**src/rtl/hazard_pkg.sv**
```systemverilog
// Shared types and constants for the pipeline hazard controller.
//  md_state_t : state encoding of the iterative mul/div occupancy tracker
//  REG_W      : register id width
//  REG_ZERO   : id of the hard-wired zero register (never a hazard source)
//  regHit     : true when a writer id is non-zero and equals a source id
package hazard_pkg;

  localparam int REG_W = 5;
  localparam logic [REG_W-1:0] REG_ZERO = 5'd0;

  typedef enum logic [1:0] {
    IDLE = 2'd0,
    BUSY = 2'd1,
    DONE = 2'd2
  } md_state_t;

  // Writes to $0 are discarded by the register file, so they never
  // create a dependency even if a source field happens to be 0 too.
  function automatic logic regHit(input logic [REG_W-1:0] writer,
                                  input logic [REG_W-1:0] src);
    return (writer != REG_ZERO) && (writer == src);
  endfunction

endpackage

```
**src/rtl/md_busy_tracker.sv**
```systemverilog
// Occupancy tracker for the iterative multiply/divide unit.
//  clk    in  core clock, rising edge
//  rst    in  asynchronous reset, active-low
//  start  in  mult/div instruction in Execute launches an operation
//  isDiv  in  qualifies start: 1=div latency, 0=mult latency
//  busy   out unit occupied (BUSY or DONE)
//  done   out one-cycle pulse in the cycle HI/LO is written
// An operation occupies the unit for exactly its latency in cycles,
// counting the final DONE cycle; a new start may launch from DONE.
module md_busy_tracker
  import hazard_pkg::*;
#(
  parameter int MUL_LAT = 4,
  parameter int DIV_LAT = 32
) (
  input  logic clk,
  input  logic rst,
  input  logic start,
  input  logic isDiv,
  output logic busy,
  output logic done
);

  localparam int MAX_LAT  = (MUL_LAT > DIV_LAT) ? MUL_LAT : DIV_LAT;
  localparam int CNT_BITS = (MAX_LAT > 2) ? $clog2(MAX_LAT) : 1;

  typedef logic [CNT_BITS-1:0] cnt_t;

  // The counter is loaded with lat-2: one cycle is spent reaching BUSY
  // and one more in DONE, the remainder is counted down inside BUSY.
  localparam cnt_t MUL_LOAD = cnt_t'((MUL_LAT >= 2) ? (MUL_LAT - 2) : 0);
  localparam cnt_t DIV_LOAD = cnt_t'((DIV_LAT >= 2) ? (DIV_LAT - 2) : 0);

  md_state_t state, nextState;
  cnt_t      cnt, cntNext;
  md_state_t launchState;
  cnt_t      launchCnt;

  // Where a freshly started operation goes: single-cycle ops skip BUSY.
  always_comb begin
    launchState = BUSY;
    launchCnt   = isDiv ? DIV_LOAD : MUL_LOAD;
    if ((isDiv && (DIV_LAT == 1)) || (!isDiv && (MUL_LAT == 1))) begin
      launchState = DONE;
    end
  end

  // Next-state and output logic.
  always_comb begin
    nextState = state;
    cntNext   = cnt;
    done      = 1'b0;
    unique case (state)
      IDLE: begin
        if (start) begin
          nextState = launchState;
          cntNext   = launchCnt;
        end
      end
      BUSY: begin
        if (cnt != '0) begin
          cntNext = cnt - cnt_t'(1);
        end else begin
          nextState = DONE;
        end
      end
      DONE: begin
        done      = 1'b1;
        nextState = IDLE;
        if (start) begin
          nextState = launchState;
          cntNext   = launchCnt;
        end
      end
      default: nextState = IDLE;
    endcase
  end

  // State register; reset aborts any operation without a done pulse.
  always_ff @(posedge clk or negedge rst) begin
    if (!rst) begin
      state <= IDLE;
      cnt   <= '0;
    end else begin
      state <= nextState;
      cnt   <= cntNext;
    end
  end

  assign busy = (state != IDLE);

  // The hazard logic stalls Decode while the unit is occupied, so a new
  // start can never reach Execute during BUSY; flag it if it does.
  always_ff @(posedge clk) begin
    if (rst) begin
      assert (!((state == BUSY) && start));
    end
  end

endmodule

```
**src/rtl/hazard_control_unit.sv**
```systemverilog
// Pipeline hazard controller for the 5-stage MIPS core.
//  clk, rst                 clock / asynchronous active-low reset
//  rsD, rtD                 Decode source registers
//  rsE                      Execute rs (observation only, no hazard use)
//  writeRegisterE/M         destination registers in Execute / Memory
//  regWriteE, memToRegE/M   Execute writes regfile / is a load; Memory is a load
//  branchD, jrD             Decode compares operands / reads rs in Decode
//  branchTakenD             Decode resolved a redirect
//  mdStartE, mdDivE         mul/div launching in Execute, div qualifier
//  mdStartD, mfhiloD        Decode instruction needs the HI/LO unit
//  stallF, stallD, flushE   hold fetch/decode and bubble Execute
//  flushD                   squash the fetched instruction on redirect
//  mdBusy, mdDone           mul/div unit occupied / HI/LO written
//  stallCount               saturating count of Decode stall cycles
module hazard_control_unit
  import hazard_pkg::*;
#(
  parameter int MUL_LAT = 4,
  parameter int DIV_LAT = 32,
  parameter int CNT_W   = 32
) (
  input  logic             clk,
  input  logic             rst,
  input  logic [REG_W-1:0] rsD,
  input  logic [REG_W-1:0] rtD,
  input  logic [REG_W-1:0] rsE,
  input  logic [REG_W-1:0] writeRegisterE,
  input  logic [REG_W-1:0] writeRegisterM,
  input  logic             regWriteE,
  input  logic             memToRegE,
  input  logic             memToRegM,
  input  logic             branchD,
  input  logic             jrD,
  input  logic             branchTakenD,
  input  logic             mdStartE,
  input  logic             mdDivE,
  input  logic             mdStartD,
  input  logic             mfhiloD,
  output logic             stallF,
  output logic             stallD,
  output logic             flushD,
  output logic             flushE,
  output logic             mdBusy,
  output logic             mdDone,
  output logic [CNT_W-1:0] stallCount
);

  logic lwStall, brStall, mdStall, stall;
  logic hitE, hitM;
  logic unusedRsE;

  assign unusedRsE = ^rsE;

  md_busy_tracker #(
    .MUL_LAT(MUL_LAT),
    .DIV_LAT(DIV_LAT)
  ) mdTracker (
    .clk  (clk),
    .rst  (rst),
    .start(mdStartE),
    .isDiv(mdDivE),
    .busy (mdBusy),
    .done (mdDone)
  );

  // A jr only reads rs in Decode; a branch compares both rs and rt.
  // Outputs are held inactive while reset is asserted.
  always_comb begin
    hitE    = regHit(writeRegisterE, rsD) | (branchD & regHit(writeRegisterE, rtD));
    hitM    = regHit(writeRegisterM, rsD) | (branchD & regHit(writeRegisterM, rtD));
    lwStall = memToRegE & regWriteE &
              (regHit(writeRegisterE, rsD) | regHit(writeRegisterE, rtD));
    brStall = (branchD | jrD) & ((regWriteE & hitE) | (memToRegM & hitM));
    mdStall = (mfhiloD | mdStartD) & (mdStartE | mdBusy);
    stall   = rst & (lwStall | brStall | mdStall);
  end

  assign stallF = stall;
  assign stallD = stall;
  assign flushE = stall;
  // A stalled branch compares stale operands, so it may only redirect
  // once it is allowed to leave Decode.
  assign flushD = rst & branchTakenD & ~stall;

  // Performance counter; sticks at all-ones instead of wrapping.
  always_ff @(posedge clk or negedge rst) begin
    if (!rst) begin
      stallCount <= '0;
    end else if (stall && (stallCount != '1)) begin
      stallCount <= stallCount + CNT_W'(1);
    end
  end

endmodule

```
**config.mk**
```make
export PLATFORM = sky130hd
export DESIGN_NAME = hazard_control_unit
export DESIGN_NICKNAME = d
export VERILOG_FILES = /design/src/rtl/hazard_pkg.sv /design/src/rtl/md_busy_tracker.sv /design/src/rtl/hazard_control_unit.sv
export SDC_FILE = /design/constraint.sdc
export NUM_CORES = 1
export LEC_CHECK = 0
export CORE_MARGIN = 5
export CORE_UTILIZATION = 46
export CTS_CLUSTER_DIAMETER = 150
export DETAILED_ROUTE_END_ITERATION = 16
export PLACE_DENSITY = 0.81
export SETUP_SLACK_MARGIN = 0.4
export SYNTH_ARGS = -nofsm -noshare
export SYNTH_HDL_FRONTEND = slang
export SYNTH_SLANG_ARGS = --single-unit
```
**constraint.sdc**
```tcl
create_clock -name clk -period 3.2 [get_ports clk]
set_input_delay 0.8 -clock clk [delete_from_list [all_inputs] [get_ports clk]]
set_output_delay 0.8 -clock clk [all_outputs]
set_load 0.05 [all_outputs]
```
### Yosys cells after proc, flatten, opt, wreduce, memory -nomap -nowiden

Index checks and enable logic that the tools add are counted.

| storage, ports and cells | value |
|---|---|
| register bits | 39 |
| input port bits | 37 |
| output and inout port bits | 38 |
| logic and storage cells | 60 |

| operators by class | value |
|---|---|
| add/sub/neg operators | 2 |
| equality and inequality tests | 11 |
| muxes and demuxes | 9 |
| bitwise gates (word level) | 21 |
| reduce and logical (&&, ||, !) cells | 14 |

Operator list:

| operator | count |
|---|---|
| 32-bit by 1-bit adder with 32-bit output (second input constant) | 1 |
| 32-bit != test (second input constant) | 1 |
| 5-bit == test | 4 |
| 5-bit 2-to-1 mux | 3 |
| 5-bit nonzero test | 3 |
| 1-bit bitwise AND | 11 |
| 5-bit one-hot mux with 2 select lines | 1 |
| 1-bit OR | 9 |
| 2-bit one-hot mux with 3 select lines | 1 |
| 1-bit logical AND | 5 |
| 5-bit by 1-bit subtractor with 5-bit output (second input constant) | 1 |
| 2-bit 2-to-1 mux | 2 |
| 2-bit by 1-bit != test with 1-bit output (second input constant) | 2 |
| 2-bit != test (second input constant) | 2 |
| 2-bit nonzero test | 2 |
| 3-bit AND reduction | 1 |
| 2-bit by 1-bit == test with 1-bit output (second input constant) | 1 |
| 2-bit == test (second input constant) | 1 |
| 2-bit logical NOT | 1 |
| 1-bit 2-to-1 mux | 2 |
| 2-bit AND reduction | 1 |
| 2-bit OR reduction | 1 |
| 1-bit inverter | 1 |

### Logic depth before layout (Yosys ltp)

| logic depth | value |
|---|---|
| depth after elaboration | 12 |
| mapped depth | 9 |
| gate-level depth less buffers | 9 |

### Hierarchy

From an unflattened synthesis, not the netlist that was laid out.

| unflattened totals | value |
|---|---|
| cells, all modules | 230 |
| area, all modules | 2275.9 um^2 |

Modules (own cells, without submodules):

| module | times used | cells an instance | area an instance (um^2) | sequential area each (um^2) |
|---|---|---|---|---|
| hazard_control_unit | 1 | 190 | 1885.6 | 800.8 |
| md_busy_tracker | 1 | 40 | 390.4 | 175.2 |

### Worst setup path after synthesis

Ideal clock, no wire load.

| timing | value |
|---|---|
| kind | input to output |
| start point | in rtD[4] |
| end point | out stallD |
| arrival time | 2.656 ns |
| data required time | 2.400 ns |
| slack | -0.256 ns |
| stages on the path | 7 |
| buffers on the path | 2 |
| cell sequence | xor2_1 nor4_1 a32oi_1 o221ai_2 and2_1 clkbuf_1 buf_4 |

| between the ends | value |
|---|---|
| cells in the longest elaborated chain, start to end | 10 |
| elaborated cells on any way between the ends | 17 |
| those cells by class | eq/ne: 2; bitwise: 13; reduce/logical: 2 |

RTL lines:

| what | RTL line | text |
|---|---|---|
| start, declared | hazard_control_unit.sv:25 | `input logic [REG_W-1:0] rtD,` |
| 5-bit == test | hazard_pkg.sv:21 | `return (writer != REG_ZERO) && (writer == src);` |
| 1-bit logical AND | hazard_pkg.sv:21 |  |
| 1-bit bitwise AND, on equally long branches | hazard_control_unit.sv:69, hazard_control_unit.sv:70 |  |
| 1-bit OR, on equally long branches | hazard_control_unit.sv:69, hazard_control_unit.sv:70 |  |
| 1-bit bitwise AND | hazard_control_unit.sv:73 | `brStall = (branchD \| jrD) & ((regWriteE & hitE) \| (memToRegM & hitM));` |
| 1-bit OR | hazard_control_unit.sv:73 |  |
| 1-bit bitwise AND | hazard_control_unit.sv:73 |  |
| 1-bit OR * (2 in series) | hazard_control_unit.sv:75 | `stall = rst & (lwStall \| brStall \| mdStall);` |
| 1-bit bitwise AND * | hazard_control_unit.sv:75 |  |
| end, declared | hazard_control_unit.sv:40 | `output logic stallD,` |

Every way passes the cells marked *; elsewhere a longest branch is shown, timed or not.

### Worst setup path after layout

| timing | value |
|---|---|
| start point | in writeRegisterE[1] |
| end point | out stallF |

| between the ends | value |
|---|---|
| cells in the longest elaborated chain, start to end | 10 |
| elaborated cells on any way between the ends | 15 |
| those cells by class | eq/ne: 2; bitwise: 10; reduce/logical: 3 |

RTL lines:

| what | RTL line | text |
|---|---|---|
| start, declared | hazard_control_unit.sv:27 | `input logic [REG_W-1:0] writeRegisterE,` |
| 5-bit == test / 5-bit nonzero test (equally long branches) | hazard_pkg.sv:21 |  |
| 1-bit logical AND | hazard_pkg.sv:21 |  |
| 1-bit bitwise AND | hazard_control_unit.sv:69 | `hitE = regHit(writeRegisterE, rsD) \| (branchD & regHit(writeRegisterE, rtD));` |
| 1-bit OR | hazard_control_unit.sv:69 |  |
| 1-bit bitwise AND | hazard_control_unit.sv:73 |  |
| 1-bit OR | hazard_control_unit.sv:73 |  |
| 1-bit bitwise AND | hazard_control_unit.sv:73 |  |
| 1-bit OR * (2 in series) | hazard_control_unit.sv:75 |  |
| 1-bit bitwise AND * | hazard_control_unit.sv:75 |  |
| end, declared | hazard_control_unit.sv:39 | `output logic stallF,` |

Marks and branches as above.

==> flow_summary.toml <==
[place]
hpwl_mm = 4.34
placed_cell_area_um2 = 3130
portBuffers = 69
gp_congestion = 0.811
dp_cells = 370

[critical_path]
startpoint_type = "input port"
critical_path.most_common_cell = "buf_6"
critPathKind = "input port to output pin"
critical_path_required_ps = 2400
path_cells = "buf_6, or4_4, o21ai_2, o221ai_2, and2_4, buf_6, buf_12"
worst_setup_path_end_kind = "output pin"
cp_slowest_cell = "or4_4"
worst_ep_arrival_time_ps = 2170
slowest_delay_ps = 520
critPathMaxFanout = 2

[sta]
period_needed_ps = 2970
tns_ps = 0
hold_violations = 0
min_period_over_period_pct = 92.8
finalSetupViolCount = 0
skew_ps = 7.10
maxSlewViolCount = 0
worst_pin_slew_ps = 681
rsz0062_at_grt = "true"
fmax_mhz = 337
relSlewSlack_pct = 54.5

[synthesis]
synthTopCellsByCount = "39 x dfrtp_1, 30 x xor2_1, 23 x xnor2_1"
synth_most_common_cell = "dfrtp_1"
synth_seq_area_share_pct = 43.8
synth.area.mux_share_pct = 0.954
synthXorXnorAreaFrac_pct = 20.8
yosys_warnings = 0
synth_compound_gate_area_share_pct = 5.11
synthCells = 222
synth_nets = 262
synth.distinct_cells = 40
async_reset_ff_share_pct = 100
synth_top_area_share_pct = 43.8
avgSynthCellArea_um2 = 10.0
dominantRegCellSynth = "dfrtp_1"
synth_area_leaders = "dfrtp_1 44%, xor2_1 12%, xnor2_1 9.0%, nor3_1 3.6%, nor4_1 3.1%"
yosys.area_share.adder_pct = 1.68
synthSimpleGateAreaFrac_pct = 23.7
synth_top_area_cell = "dfrtp_1"
synth_top_family_by_area = "simple AND/OR/NAND/NOR gates"
synth_edf_count = 0
ys_seq_elements = 39
synth.cell_area_um2 = 2230

[detailed_routing]
wl_per_cell_um = 14.7
drtIter0Drc = 38
routed_wl_mm = 5.57
avgViaCountPerCell = 5.02
vias = 1907
drc = 0
ant_nets = 0
drtPass1Iterations = 4

[final_layout]
antennaDiodeCount = 0
nets = 352
final_cells = 380
final_util_pct = 68.9
nFillCells = 354
design_area_um2 = 3260
areaGrowthSynthToFinish_pct = 46.0
drive_above_1_share_pct = 21.4

[die]
dieArea_um2 = 6340
dieHeight_um = 79.6
pin_count = 75
die_x_um = 79.6
core_region_area_um2 = 4720
initial_utilization_pct = 47.2
rows = 25

[power]
power.density_nw_per_um2 = 580
peakVddDrop_v = 0.000491
leakagePower_nw = 1.50
fin_total_pwr_w = 0.00189

[global_route]
grt_pass1_wl_mm = 9.43
antenna_found_initial = 0
gr-usage-met2_pct = 32.0
first_global_vias = 2006
grt_start_max_net_pins = 23
grt_use_total_pct = 18.7
grt_util_met3_pct = 4.06
global_route.overflow_total = 0
grt-busiest-layer = "met2"
grt_use_met1_pct = 24.3

[cts]
numClockSinks = 39
clockBufferDepth = 2
cts_tree = "done"
root_buffer = "clkbuf_8"
insertion_delay_ps = 280
clk_pin_slew_worst_paths_ps = 70
numCtsBuffers = 5
cts_htree_levels = 2

[worst_hold_path]
holdCritPathClass = "flip-flop to flip-flop"

[job]
max_cap_viol_count = 0

[run_status]
status = "complete, no violations"
-- registers in the layout, indices dropped and copies added (netlist names) --
name             flops
stallCount          32
mdTracker.state      2
mdTracker.cnt        5
-- critical path, delay by kind of cell --
family	cells	cell delay [ps]
buf+inv	3	350
compound gates	2	310
simple gates	2	700
-- final cells by class --
class                           instances  area, um2  area share [%]
Clock buffer                            6       82.6            2.54
Clock inverter                          2       35.0            1.08
Inverter                               10       37.5            1.15
Multi-Input combinational cell        166       1200            36.7
Sequential cell                        39        976            30.0
Tap cell                               67       83.8            2.57
Timing Repair Buffer                   90        845            25.9
-- power breakdown --
| group | internal (W) | switching (W) |
|---|---|---|
| logic | 0.000327 | 0.000450 |
| registers | 0.000581 | 0.000112 |
| clock network | 0.000252 | 0.000166 |
-- metal layers --
metal / wire length, um / share of wire (%)
met1: 2520 / 45
met2: 2690 / 48
met3: 325 / 5.8
met4: 30 / 0.54
met5: 0 / 0
-- layout by cell type (no fill, tap or decap), types with 2 or more instances in the layout --
cell type,netlist,final
nand4_1,5,5
o21ai_0,5,3
nor2_1,9,8
buf_4,2,18
nor3_1,16,16
o211ai_1,2,2
nand3_1,11,11
buf_6,2,7
ha_1,3,3
xnor2_1,23,22
or2_2,2,2
buf_2,2,11
clkdlybuf4s50_1,0,41
dlygate4sd2_1,0,5
and3_1,5,5
dfrtp_1,39,39
inv_1,10,10
nor4_1,11,10
clkbuf_8,0,6
or3_1,3,3
xor2_1,30,30
buf_12,0,4
a21o_1,3,3
nand2_1,18,18
-- what timing repair did --
action,CTS,global route
endpoints found under the hold margin,0,0
setup buffers,1,1
pin swaps,16,1
gates resized for setup,86,2
setup endpoints to repair,18,4
hold buffers,0,0
-- cells by family after synthesis --
family | Yosys count
buf+inv | 17
mux | 2
xor+xnor | 53
fa+ha+maj | 3
flops | 39
simple gates | 92
compound gates | 16
-- path summary, 6_finish.rpt --
check | from | end | slack (ps) | depth (start not counted)
worst min register to register | mdTracker.state[1] | mdTracker.state[1] | 470 | 1
min in group asynchronous | rst | stallCount[24] | 510 | 2
worst max register to register | stallCount[5] | stallCount[26] | 890 | 7
max in group asynchronous | rst | mdTracker.cnt[2] | 2430 | 2
worst min-delay path | mdTracker.state[1] | mdTracker.state[1] | 470 | 1
worst max-delay path | writeRegisterE[1] | stallF | 230 | 7
-- through the flow --
stage	worst slack, ps	hold WS, ps
6_report	230	472
5_1_grt	166	499
4_1_cts	233	480
3_5_place_dp	-183	470
3_3_place_gp	-180	462
2_1_floorplan	246	438
(Power assumes the default switching activity.)
==> RTL change (config.mk and constraints unchanged) <==
Register the input `mdDivE` before use, with the module's reset. The logic sees it one clock later. The other inputs are not delayed to match.
--- a/src/rtl/hazard_control_unit.sv
+++ b/src/rtl/hazard_control_unit.sv
@@ -46,4 +46,14 @@
 );
 
+  logic mdDivE_q;
+
+  always_ff @(posedge clk or negedge rst) begin
+    if (!rst) begin
+      mdDivE_q <= '0;
+    end else begin
+      mdDivE_q <= mdDivE;
+    end
+  end
+
   logic lwStall, brStall, mdStall, stall;
   logic hitE, hitM;
@@ -59,5 +69,5 @@
     .rst  (rst),
     .start(mdStartE),
-    .isDiv(mdDivE),
+    .isDiv(mdDivE_q),
     .busy (mdBusy),
     .done (mdDone)
Check against the original RTL: not equivalent (Yosys sat finds a counterexample within 10 cycles, from zero or initial values and one cycle with rst low).
==> RTL change against the original RTL <==
  * Via count is 4.6% higher
  * Total power fell by 0.69%
  * Synthesized area increased by 4.0%
  * Routed wire length grew 3.1%
  * First-iteration DRC count rose by 74%
  * Global-route usage grew 0.72 points
  * Highest routed layer unchanged
  * Critical path depth up 2
  * Hold slack worse by 0.16 ns
  * Cell area increased by 4.1%
  * Sequential share of layout area decreased by 0.45 points
  * Largest cell class unchanged
  * Synthesized cell count is 2.3% higher
  * Sequential cell count up 1
  * Worst setup slack got worse by 0.10 ns
==> RTL change: results (changes against the original RTL) <==
* Crit-path slowest cell: nor4_1 (was or4_4)
* Clock buf count at 7 (was 6)
* Non-clock buffer share at 0.253 (was 0.259)
* Largest net degree at the start of global routing at 21 (was 23)
* Synth Area in Compound Gates at 0.0475 (was 0.0511)
* Multi-input logic area at 1300 um^2 (was 1200 um^2)
* Non-Filler Instances at 384 (was 380)
* Reg2reg path depth at 9 (was 7)
* Placed insts at 372 (was 370)
* Slowest stage delay, CP at 0.28 ns (was 0.52 ns)
* First-pass GRT wire length at 9990 um (was 9430 um)
* Crit path DAT at 2.27 ns (was 2.17 ns)
* Tcrit/Tclk final at 0.960 (was 0.928)
* WL met1 at 2620 um (was 2520 um)
* Clock skew at 0.00872 ns (was 0.00710 ns)
* P&R area growth vs syn at 46.1% (was 46.0%)
* Worst slew pin tran at 0.524 ns (was 0.681 ns)
* Hold WS at 0.310 ns (was 0.472 ns)
* Clk tree area frac at 0.0373 (was 0.0361)
* Cell count after synthesis at 227 (was 222)
* Status: completed (unchanged)
* P_seq at 0.677 mW (was 0.692 mW)
* DPL Wire Length at 4340 um (about the same)
* Non-clock inverters at 6 (was 10)
* DRT iter0 DRCs at 66 (was 38)
* Logic pwr share at 0.396 (was 0.412)
* Nets at 356 (was 352)
* Synth Area in Adders at 0.0162 (was 0.0168)
* Placed cell areas at 3200 um^2 (was 3130 um^2)
* Routing usage on met3 at 0.0388 (was 0.0406)
* Top cells by count, synth: 40 x dfrtp_1, 29 x xor2_1, 22 x xnor2_1 (was 39 x dfrtp_1, 30 x xor2_1, 23 x xnor2_1)
* Synth top area cells: dfrtp_1 43%, xor2_1 11%, xnor2_1 8.3%, nor3_2 4.3%, nand2_1 3.1% (was dfrtp_1 44%, xor2_1 12%, xnor2_1 9.0%, nor3_1 3.6%, nor4_1 3.1%)
* Sw Pwr at 0.696 mW (was 0.728 mW)
* Met3 routed WL at 250 um (was 325 um)
* Reg2Reg Setup Slack at 0.95 ns (was 0.89 ns)
* Count of flip-flops and latches at 40 (was 39)
* Gr usage total at 0.195 (was 0.187)
* Area share of xor/xnor cells in the synthesized design at 0.193 (was 0.208)
* Type of the tightest min-delay check: in -> async (was reg -> reg)
* Length of routed met2 wiring at 2710 um (was 2690 um)
* Drt wl/cell at 14.9 um (was 14.7 um)
RTL change: cell types whose count changed after synthesis, moves of 3 or more:
cell / before / now
inv_1: 10 / 6
nand4_1: 5 / 9
nor2_1: 9 / 16
nor3_1: 16 / 2
nor3_2: 0 / 10
nor4_1: 11 / 6
or3_1: 3 / 0
RTL change: worst paths after layout:
check,from,to
max in group asynchronous,rst,stallCount[20]$_DFFE_PN0P_
min reg2reg,mdTracker.state[1]$_DFFE_PN0P_,mdTracker.state[1]$_DFFE_PN0P_
max,writeRegisterM[2],stallD
max reg2reg,mdTracker.state[0]$_DFFE_PN0P_,stallCount[31]$_DFFE_PN0P_
min,rst,stallCount[3]$_DFFE_PN0P_
min in group clk,mdTracker.state[1]$_DFFE_PN0P_,mdTracker.state[1]$_DFFE_PN0P_
RTL change: through the flow:
step                total power [mW]  utilization
finish                          1.87        0.704
global route                    1.98        0.704
CTS                             1.87        0.698
detailed placement              1.42        0.665
global placement                1.39        0.665
floorplan                       1.15            -
